`src/rtl/multicycle_controller.sv`:
```
// Sequencing FSM for the multicycle core: drives every datapath enable and mux select.
// Optional retired-instruction counter is built when PERF_CNT_EN is defined.
module multicycle_controller (
    input  logic        clk,
    input  logic        rst,
    input  logic [5:0]  opcode,
    input  logic        zero,
    input  logic        mem_ready,
    output logic        mem_req,
    output logic        mem_we,
    output logic        iord,
    output logic        ir_write,
    output logic        pc_write,
    output logic [1:0]  pc_src,
    output logic        alu_src_a,
    output logic [1:0]  alu_src_b,
    output logic [2:0]  alu_op,
    output logic        reg_write,
    output logic        reg_dst,
    output logic        mem_to_reg,
    output logic [3:0]  state_dbg
`ifdef PERF_CNT_EN
    ,
    output logic [31:0] instr_retired
`endif
);

    localparam int unsigned OP_W  = 6;
    localparam int unsigned ALU_W = 3;
    localparam int unsigned ST_W  = 4;
    localparam int unsigned CNT_W = 32;

    localparam logic [OP_W-1:0] OP_ADD = OP_W'(32);
    localparam logic [OP_W-1:0] OP_SUB = OP_W'(34);
    localparam logic [OP_W-1:0] OP_AND = OP_W'(3);
    localparam logic [OP_W-1:0] OP_OR  = OP_W'(4);
    localparam logic [OP_W-1:0] OP_SLT = OP_W'(5);
    localparam logic [OP_W-1:0] OP_LW  = OP_W'(6);
    localparam logic [OP_W-1:0] OP_SW  = OP_W'(7);
    localparam logic [OP_W-1:0] OP_JMP = OP_W'(8);
    localparam logic [OP_W-1:0] OP_BEQ = OP_W'(9);
    localparam logic [OP_W-1:0] OP_BNE = OP_W'(10);

    localparam logic [ALU_W-1:0] ALU_ADD = ALU_W'(0);
    localparam logic [ALU_W-1:0] ALU_SUB = ALU_W'(1);
    localparam logic [ALU_W-1:0] ALU_AND = ALU_W'(2);
    localparam logic [ALU_W-1:0] ALU_OR  = ALU_W'(3);
    localparam logic [ALU_W-1:0] ALU_LT  = ALU_W'(4);

    typedef enum logic [ST_W-1:0] {
        S_FETCH    = 4'd0,
        S_DECODE   = 4'd1,
        S_EXEC_R   = 4'd2,
        S_WB_R     = 4'd3,
        S_MEM_ADDR = 4'd4,
        S_MEM_RD   = 4'd5,
        S_WB_LW    = 4'd6,
        S_MEM_WR   = 4'd7,
        S_BRANCH   = 4'd8,
        S_JUMP     = 4'd9
    } state_t;

    state_t r_state;

    logic w_op_rtype;
    logic w_op_mem;
    logic w_op_br;
    logic w_op_jmp;

    // Opcode class decode, only meaningful from DECODE onward
    always_comb begin
        w_op_rtype = (opcode == OP_ADD) || (opcode == OP_SUB) || (opcode == OP_AND) ||
                     (opcode == OP_OR)  || (opcode == OP_SLT);
        w_op_mem   = (opcode == OP_LW)  || (opcode == OP_SW);
        w_op_br    = (opcode == OP_BEQ) || (opcode == OP_BNE);
        w_op_jmp   = (opcode == OP_JMP);
    end

    // State sequencing; memory states hold until mem_ready, stray codes recover to FETCH
    always_ff @(posedge clk) begin
        if (rst) begin
            r_state <= S_FETCH;
        end else begin
            case (r_state)
                S_FETCH:    if (mem_ready) r_state <= S_DECODE;
                S_DECODE: begin
                    if (w_op_rtype)    r_state <= S_EXEC_R;
                    else if (w_op_mem) r_state <= S_MEM_ADDR;
                    else if (w_op_br)  r_state <= S_BRANCH;
                    else if (w_op_jmp) r_state <= S_JUMP;
                    else               r_state <= S_FETCH;
                end
                S_EXEC_R:   r_state <= S_WB_R;
                S_WB_R:     r_state <= S_FETCH;
                S_MEM_ADDR: r_state <= (opcode == OP_SW) ? S_MEM_WR : S_MEM_RD;
                S_MEM_RD:   if (mem_ready) r_state <= S_WB_LW;
                S_WB_LW:    r_state <= S_FETCH;
                S_MEM_WR:   if (mem_ready) r_state <= S_FETCH;
                S_BRANCH:   r_state <= S_FETCH;
                S_JUMP:     r_state <= S_FETCH;
                default:    r_state <= S_FETCH;
            endcase
        end
    end

    // Control decode; reset forces everything low so an aborted request drops at once
    always_comb begin
        mem_req    = 1'b0;
        mem_we     = 1'b0;
        iord       = 1'b0;
        ir_write   = 1'b0;
        pc_write   = 1'b0;
        pc_src     = 2'd0;
        alu_src_a  = 1'b0;
        alu_src_b  = 2'd0;
        alu_op     = ALU_ADD;
        reg_write  = 1'b0;
        reg_dst    = 1'b0;
        mem_to_reg = 1'b0;
        state_dbg  = rst ? ST_W'(0) : ST_W'(r_state);
        if (!rst) begin
            case (r_state)
                S_FETCH: begin
                    mem_req   = 1'b1;
                    alu_src_b = 2'd1;
                    ir_write  = mem_ready;
                    pc_write  = mem_ready;
                end
                S_DECODE: begin
                    alu_src_b = 2'd3;
                end
                S_EXEC_R: begin
                    alu_src_a = 1'b1;
                    case (opcode)
                        OP_SUB:  alu_op = ALU_SUB;
                        OP_AND:  alu_op = ALU_AND;
                        OP_OR:   alu_op = ALU_OR;
                        OP_SLT:  alu_op = ALU_LT;
                        default: alu_op = ALU_ADD;
                    endcase
                end
                S_WB_R: begin
                    reg_write = 1'b1;
                    reg_dst   = 1'b1;
                end
                S_MEM_ADDR: begin
                    alu_src_a = 1'b1;
                    alu_src_b = 2'd2;
                end
                S_MEM_RD: begin
                    mem_req = 1'b1;
                    iord    = 1'b1;
                end
                S_WB_LW: begin
                    reg_write  = 1'b1;
                    mem_to_reg = 1'b1;
                end
                S_MEM_WR: begin
                    mem_req = 1'b1;
                    mem_we  = 1'b1;
                    iord    = 1'b1;
                end
                S_BRANCH: begin
                    alu_src_a = 1'b1;
                    alu_op    = ALU_SUB;
                    pc_src    = 2'd1;
                    pc_write  = ((opcode == OP_BEQ) && zero) || ((opcode == OP_BNE) && !zero);
                end
                S_JUMP: begin
                    pc_src   = 2'd2;
                    pc_write = 1'b1;
                end
                default: begin
                    mem_req = 1'b0;
                end
            endcase
        end
    end

`ifdef PERF_CNT_EN
    logic             w_retire;
    logic [CNT_W-1:0] r_retired;

    // An instruction retires on every completing transition back into FETCH
    always_comb begin
        w_retire = 1'b0;
        case (r_state)
            S_WB_R, S_WB_LW, S_BRANCH, S_JUMP: w_retire = 1'b1;
            S_MEM_WR: w_retire = mem_ready;
            S_DECODE: w_retire = !(w_op_rtype || w_op_mem || w_op_br || w_op_jmp);
            default:  w_retire = 1'b0;
        endcase
    end

    always_ff @(posedge clk) begin
        if (rst) begin
            r_retired <= CNT_W'(0);
        end else if (w_retire) begin
            r_retired <= r_retired + CNT_W'(1);
        end
    end

    assign instr_retired = rst ? CNT_W'(0) : r_retired;
`endif

endmodule
```
`config.mk`:
```
export PLATFORM = sky130hd
export DESIGN_NAME = multicycle_controller
export DESIGN_NICKNAME = d
export VERILOG_FILES = /design/src/rtl/multicycle_controller.sv
export SDC_FILE = /design/constraint.sdc
export NUM_CORES = 1
export LEC_CHECK = 0
export ABC_AREA = 1
export ABC_CLOCK_PERIOD_IN_PS = 1460
export CORE_UTILIZATION = 25
export CTS_BUF_LIST = sky130_fd_sc_hd__clkbuf_4
export CTS_CLUSTER_DIAMETER = 40
export DETAILED_ROUTE_END_ITERATION = 10
export GPL_TIMING_DRIVEN = 0
export MAX_ROUTING_LAYER = met4
export SKIP_LAST_GASP = 1
export SLEW_MARGIN = 20
export SYNTH_ARGS = -nofsm -noshare
export SYNTH_HDL_FRONTEND = slang
export SYNTH_SLANG_ARGS = --single-unit
```
`constraint.sdc`:
```
create_clock -name clk -period 1.46 [get_ports clk]
set_clock_uncertainty 0.05 [all_clocks]
set_input_delay 0.292 -clock clk [delete_from_list [all_inputs] [get_ports clk]]
set_output_delay 0.292 -clock clk [all_outputs]
set_load 0.01 [all_outputs]
```
# Yosys cells after proc, flatten, opt, wreduce, memory -nomap -nowiden
# Cells that the tools add are included.
[word_totals]
word_cells = 74
romBits = 0
in_bits = 10
mem_bits_rw = 0
latch_bits = 0
mem_count = 0
out_inout_bits = 20
register_bits = 4
[classes]
shifts = 0
bitwise = 0
n_eq_ne = 22
n_div = 0
n_mul = 0
muxes = 35
magnitude_cmp = 0
reduce_logical = 16
n_addsub = 0
[op_table]
columns = ["op", "n"]
rows = [
  ["4-bit 2-to-1 mux", 8],
  ["6-bit by 3-bit == test with 1-bit output (second input constant)", 4],
  ["4-bit one-hot mux with 6 select lines", 1],
  ["6-bit by 4-bit == test with 1-bit output (second input constant)", 3],
  ["1-bit 2-to-1 mux", 17],
  ["4-bit by 3-bit == test with 1-bit output (second input constant)", 4],
  ["6-bit == test (second input constant)", 2],
  ["3-bit one-hot mux with 4 select lines", 1],
  ["4-bit by 2-bit == test with 1-bit output (second input constant)", 2],
  ["4-bit == test (second input constant)", 2],
  ["1-bit logical OR", 7],
  ["6-bit by 2-bit == test with 1-bit output (second input constant)", 1],
  ["2-bit 2-to-1 mux", 3],
  ["2-bit inequality test (second input constant)", 3],
  ["2-bit one-hot mux with 3 select lines", 1],
  ["3-bit one-hot mux with 2 select lines", 1],
  ["3-bit OR reduction", 2],
  ["4-bit by 1-bit == test with 1-bit output (second input constant)", 1],
  ["4-bit logical NOT", 1],
  ["2-bit one-hot mux with 2 select lines", 1],
  ["2-bit OR reduction", 2],
  ["3-bit 2-to-1 mux", 1],
  ["1-bit one-hot mux with 3 select lines", 1],
  ["3-bit AND reduction", 1],
  ["2 further kinds", 3],
]

# Longest topological paths before layout
[depth]
ltp_word = 7
ltp_mapped = 9
depth_no_buf = 9

# Worst setup path after synthesis
# No wires, ideal clock.
[synth_path]
path_type = "register -> output"
startpoint = "reg r_state[2]"
endpoint = "out pc_write"
stages_incl_launch_ff = 6
path_buffers = 0
t_required_ns = 1.118
setup_slack_ns = 0.029
t_arrival_ns = 1.089
path_cell_list = "dfxtp_1 > nor2_4 > nand2_2 > nor3_1 > inv_1 > nand2_1"
[synth_between]
elab_chain_len = 3
word_cells_on_any_way = 5
classes_between = "2 x eq/ne; 2 x mux; 1 x reduce/logical"
[synth_rtl]
columns = ["element", "line_no", "source"]
rows = [
  ["start, declared", "63", "state_t r_state;"],
  ["start signal, assigned", "95", "S_MEM_ADDR: r_state <= (opcode == OP_SW) ? S_MEM_WR : S_MEM_RD;"],
  ["4-bit == test or 4-bit logical NOT (tied branches)", "122", "case (r_state)"],
  ["1-bit one-hot mux with 3 select lines *", "122", ""],
  ["1-bit 2-to-1 mux *", "121", "if (!rst) begin"],
  ["end, declared", "13", "output logic pc_write,"],
]
# Every way passes the cells marked *; elsewhere a longest branch is shown, timed or not.

# Worst setup path after layout
[layout_path]
startpoint = "reg r_state[0]"
endpoint = "out reg_write"
[layout_between]
elab_chain_len = 4
word_cells_on_any_way = 5
classes_between = "2 x eq/ne; 2 x mux; 1 x reduce/logical"
[layout_rtl]
columns = ["element", "line_no", "source"]
rows = [
  ["4-bit by 3-bit == test with 1-bit output or 4-bit by 2-bit == test with 1-bit output (tied branches)", "122", ""],
  ["2-bit OR reduction (no line) *", "n/a", ""],
  ["1-bit 2-to-1 mux *", "122", ""],
  ["1-bit 2-to-1 mux *", "121", ""],
  ["end, declared", "18", "output logic reg_write,"],
]
# Marks and branches as above.

==> metrics.txt <==
Routed Wire Length 2000 um; fin crit period 1.69 ns; first-pass GRT wire length 3260 um; Top reg by flops r_state; Compound-Gate Fraction of Synth Area between 10 and 15%; final setup margin -0.226 ns; Layout Nets 172; Longest Clk Path Bufs 2; core area 2210 um^2; Startpoint Class register; worst-path maximum fanout 3; Peak Freq 0.593 GHz; clock power share between 10% and 20%; XOR/XNOR Fraction of Synth Area 0%; Synth Area per Inst around 5.3 um^2; Mapped Area 583 um^2; routed via count 851; main combinational cell family by area after synthesis simple AND/OR/NAND/NOR gates; switching power share of the total 42.3%; Fillers 234; Multi-input gate area 529 um^2; sequential cell area 95.1 um^2; post-route cell area 1120 um^2; main area contributors after synthesis nand2_1, nor2_1, dfxtp_1, nand3_1, inv_1; number of H-tree levels 1; Seq pwr share a little over a fifth; post-synthesis cell count 110; commonest register cell after synthesis dfxtp_1; Ys Warns 0; DRT Pass-1 Iters 4; area post-placement between 800 and 900 um^2; Skew-Pair Late Insertion Delay around 0.23 ns; failing checks setup timing; Starting Density 26.4%; Leak roughly 0.00057 uW; port bufs 28; sequential share of the synthesized area 13.7%; top-count cell post-synth nand2_1; clock sink count 4; CP arrival 1.34 ns; GRT Util Overall 17.1%; placer congestion estimate between 0.8 and 0.9; simple-gate share of the synthesized area 60.9%; Top Registers r_state: 4 flops; DRT iter0 DRCs 17; vias per cell between 4 and 5; EDFF count, synth 0; Slew Limit Fails 0; final worst-path cycle share 115%; pin count of the biggest net entering global routing 11; clock-pin slew on the worst setup and hold paths around 0.04 ns; biggest area consumer among synthesized cells nand2_1; worst slew pin tran 0.240 ns; max_cap viols 0; Final ANT Viol Nets 0; Rel. slew slack 83.9%; worst hold-check path type in -> reg; post-synthesis mux area share 0%; Power Density 632 nW/um^2; final hold vios 0; Adder-Cell Fraction of Synth Area 0%; status finished with violations; total CTS buffers 3; synth-to-layout area growth 91.8%; combinational power share approximately 61%; Synth top cells by count nand2_1, nor2_1, inv_1, nand3_1; die area 2530 um^2; Cell Rows 17; post-synth top area share 16.7%; I/O pin cnt 30; antenna violations before repair 0; internal power 408 uW; Die Ht between 50 and 60 um; layout cells sized above 1 56.3%; Synth Net Count 120; Worst Path Required around 1.1 ns; CTS tree done; die span in x slightly above 50 um; Remaining Overflow, GRT 0; ant diodes 0; Peak supply drop ~0.6 mV; Synth cell types 23; RSZ-0062 raised after global routing yes; Final Util 50.6%; Root Buffer clkbuf_4; Psw 299 uW; Final Non-Filler Cells roughly 190; vias in the first global route 769; Post-synth ARST share 0%; post-synthesis register bit count 4; WL per Instance 10.6 um; crit path capture type primary output; Finish-stage setup viols 14; HPWL after DPL 1340 um; DP Cell Count 166; max reg flops 4; DR DRC count 0; CP Class reg -> out
## logic make-up (layout without fill, tap and decap cells)
kind of cell           count (synthesis)  in the layout
buffers and inverters                 19             69
DFF                                    4              4
AOI/OAI and AO/OA                     12             12
and+or+nand+nor                       75             75
## cell usage in the layout, fill, tap and decap left out, types with 2 or more instances in the layout
cell type        count
dlygate4sd2_1        4
buf_6                7
inv_1                9
clkbuf_2             4
nand2_1             23
nor3_1               3
clkbuf_4             3
buf_4               11
nor2_4               8
nand3_1              6
nor2_2               6
nor2_1              15
nand3_2              5
inv_4                2
o21ai_0              3
o21ai_2              2
nand2_2              5
a21oi_2              4
dfxtp_4              4
nand2_4              2
clkdlybuf4s50_1      2
buf_2               18
inv_2                6
## path summary, 6_finish.rpt
check	from	to	slack, ns	depth (start not counted)
max	r_state[0]$_SDFFE_PP0P_	reg_write	-0.23	6
max reg2reg	r_state[2]$_SDFFE_PP0P_	r_state[1]$_SDFFE_PP0P_	0.04	10
min	rst	r_state[3]$_SDFFE_PP0P_	0.34	2
min reg2reg	r_state[0]$_SDFFE_PP0P_	r_state[0]$_SDFFE_PP0P_	0.57	3
## power groups by stage
stage | Combinational, uW | Clock (uW) | Sequential, uW
floorplan | 194 | 0 | 139
global placement | 309 | 0 | 143
detailed placement | 309 | 0 | 142
CTS | 355 | 140 | 149
global route | 467 | 152 | 150
finish | 428 | 131 | 148
## area by class of cell
cell class,instances,area share (%)
Buffer,2,0.895
Clock buffer,3,2.01
Inverter,17,6.15
Multi-Input combinational cell,87,47.3
Sequential cell,4,8.50
Tap cell,28,3.13
Timing Repair Buffer,47,32.0
## what timing repair did
item	in CTS	in global routing
hold buffers	0	0
resized for setup	113	19
buffers inserted	12	7
setup endpoints to repair	20	20
pin swaps	13	13
## critical path, cell delays in order, from the launching register on
cell,delay [ns]
dfxtp_4,0.36
buf_12,0.13
nor2_4,0.15
buf_4,0.13
nand2_2,0.05
o22ai_1,0.12
buf_2,0.15
## metrics by stage
stage / hold slack, ns / setup WS, ns / total power (uW) / TNS (ns)
CTS: 0.299 / -0.254 / 645 / -1.82
floorplan: 0.405 / 0.0292 / 333 / 0
global placement: 0.594 / -0.911 / 452 / -7.83
global route: 0.369 / -0.287 / 769 / -3.40
detailed placement: 0.600 / -0.927 / 452 / -7.85
finish: 0.341 / -0.226 / 706 / -2.15
## metal layers
layer / global-route usage [%] / vias to the layer above / share of wire, %
met2: 28.0 / 11 / 51
li1: - / 449 / -
met4: 6.94 / 0 / 0.60
met3: 2.12 / 2 / 3.0
met5: - / - / 0
met1: 21.0 / 389 / 45
Power figures use the tool's default switching activity.
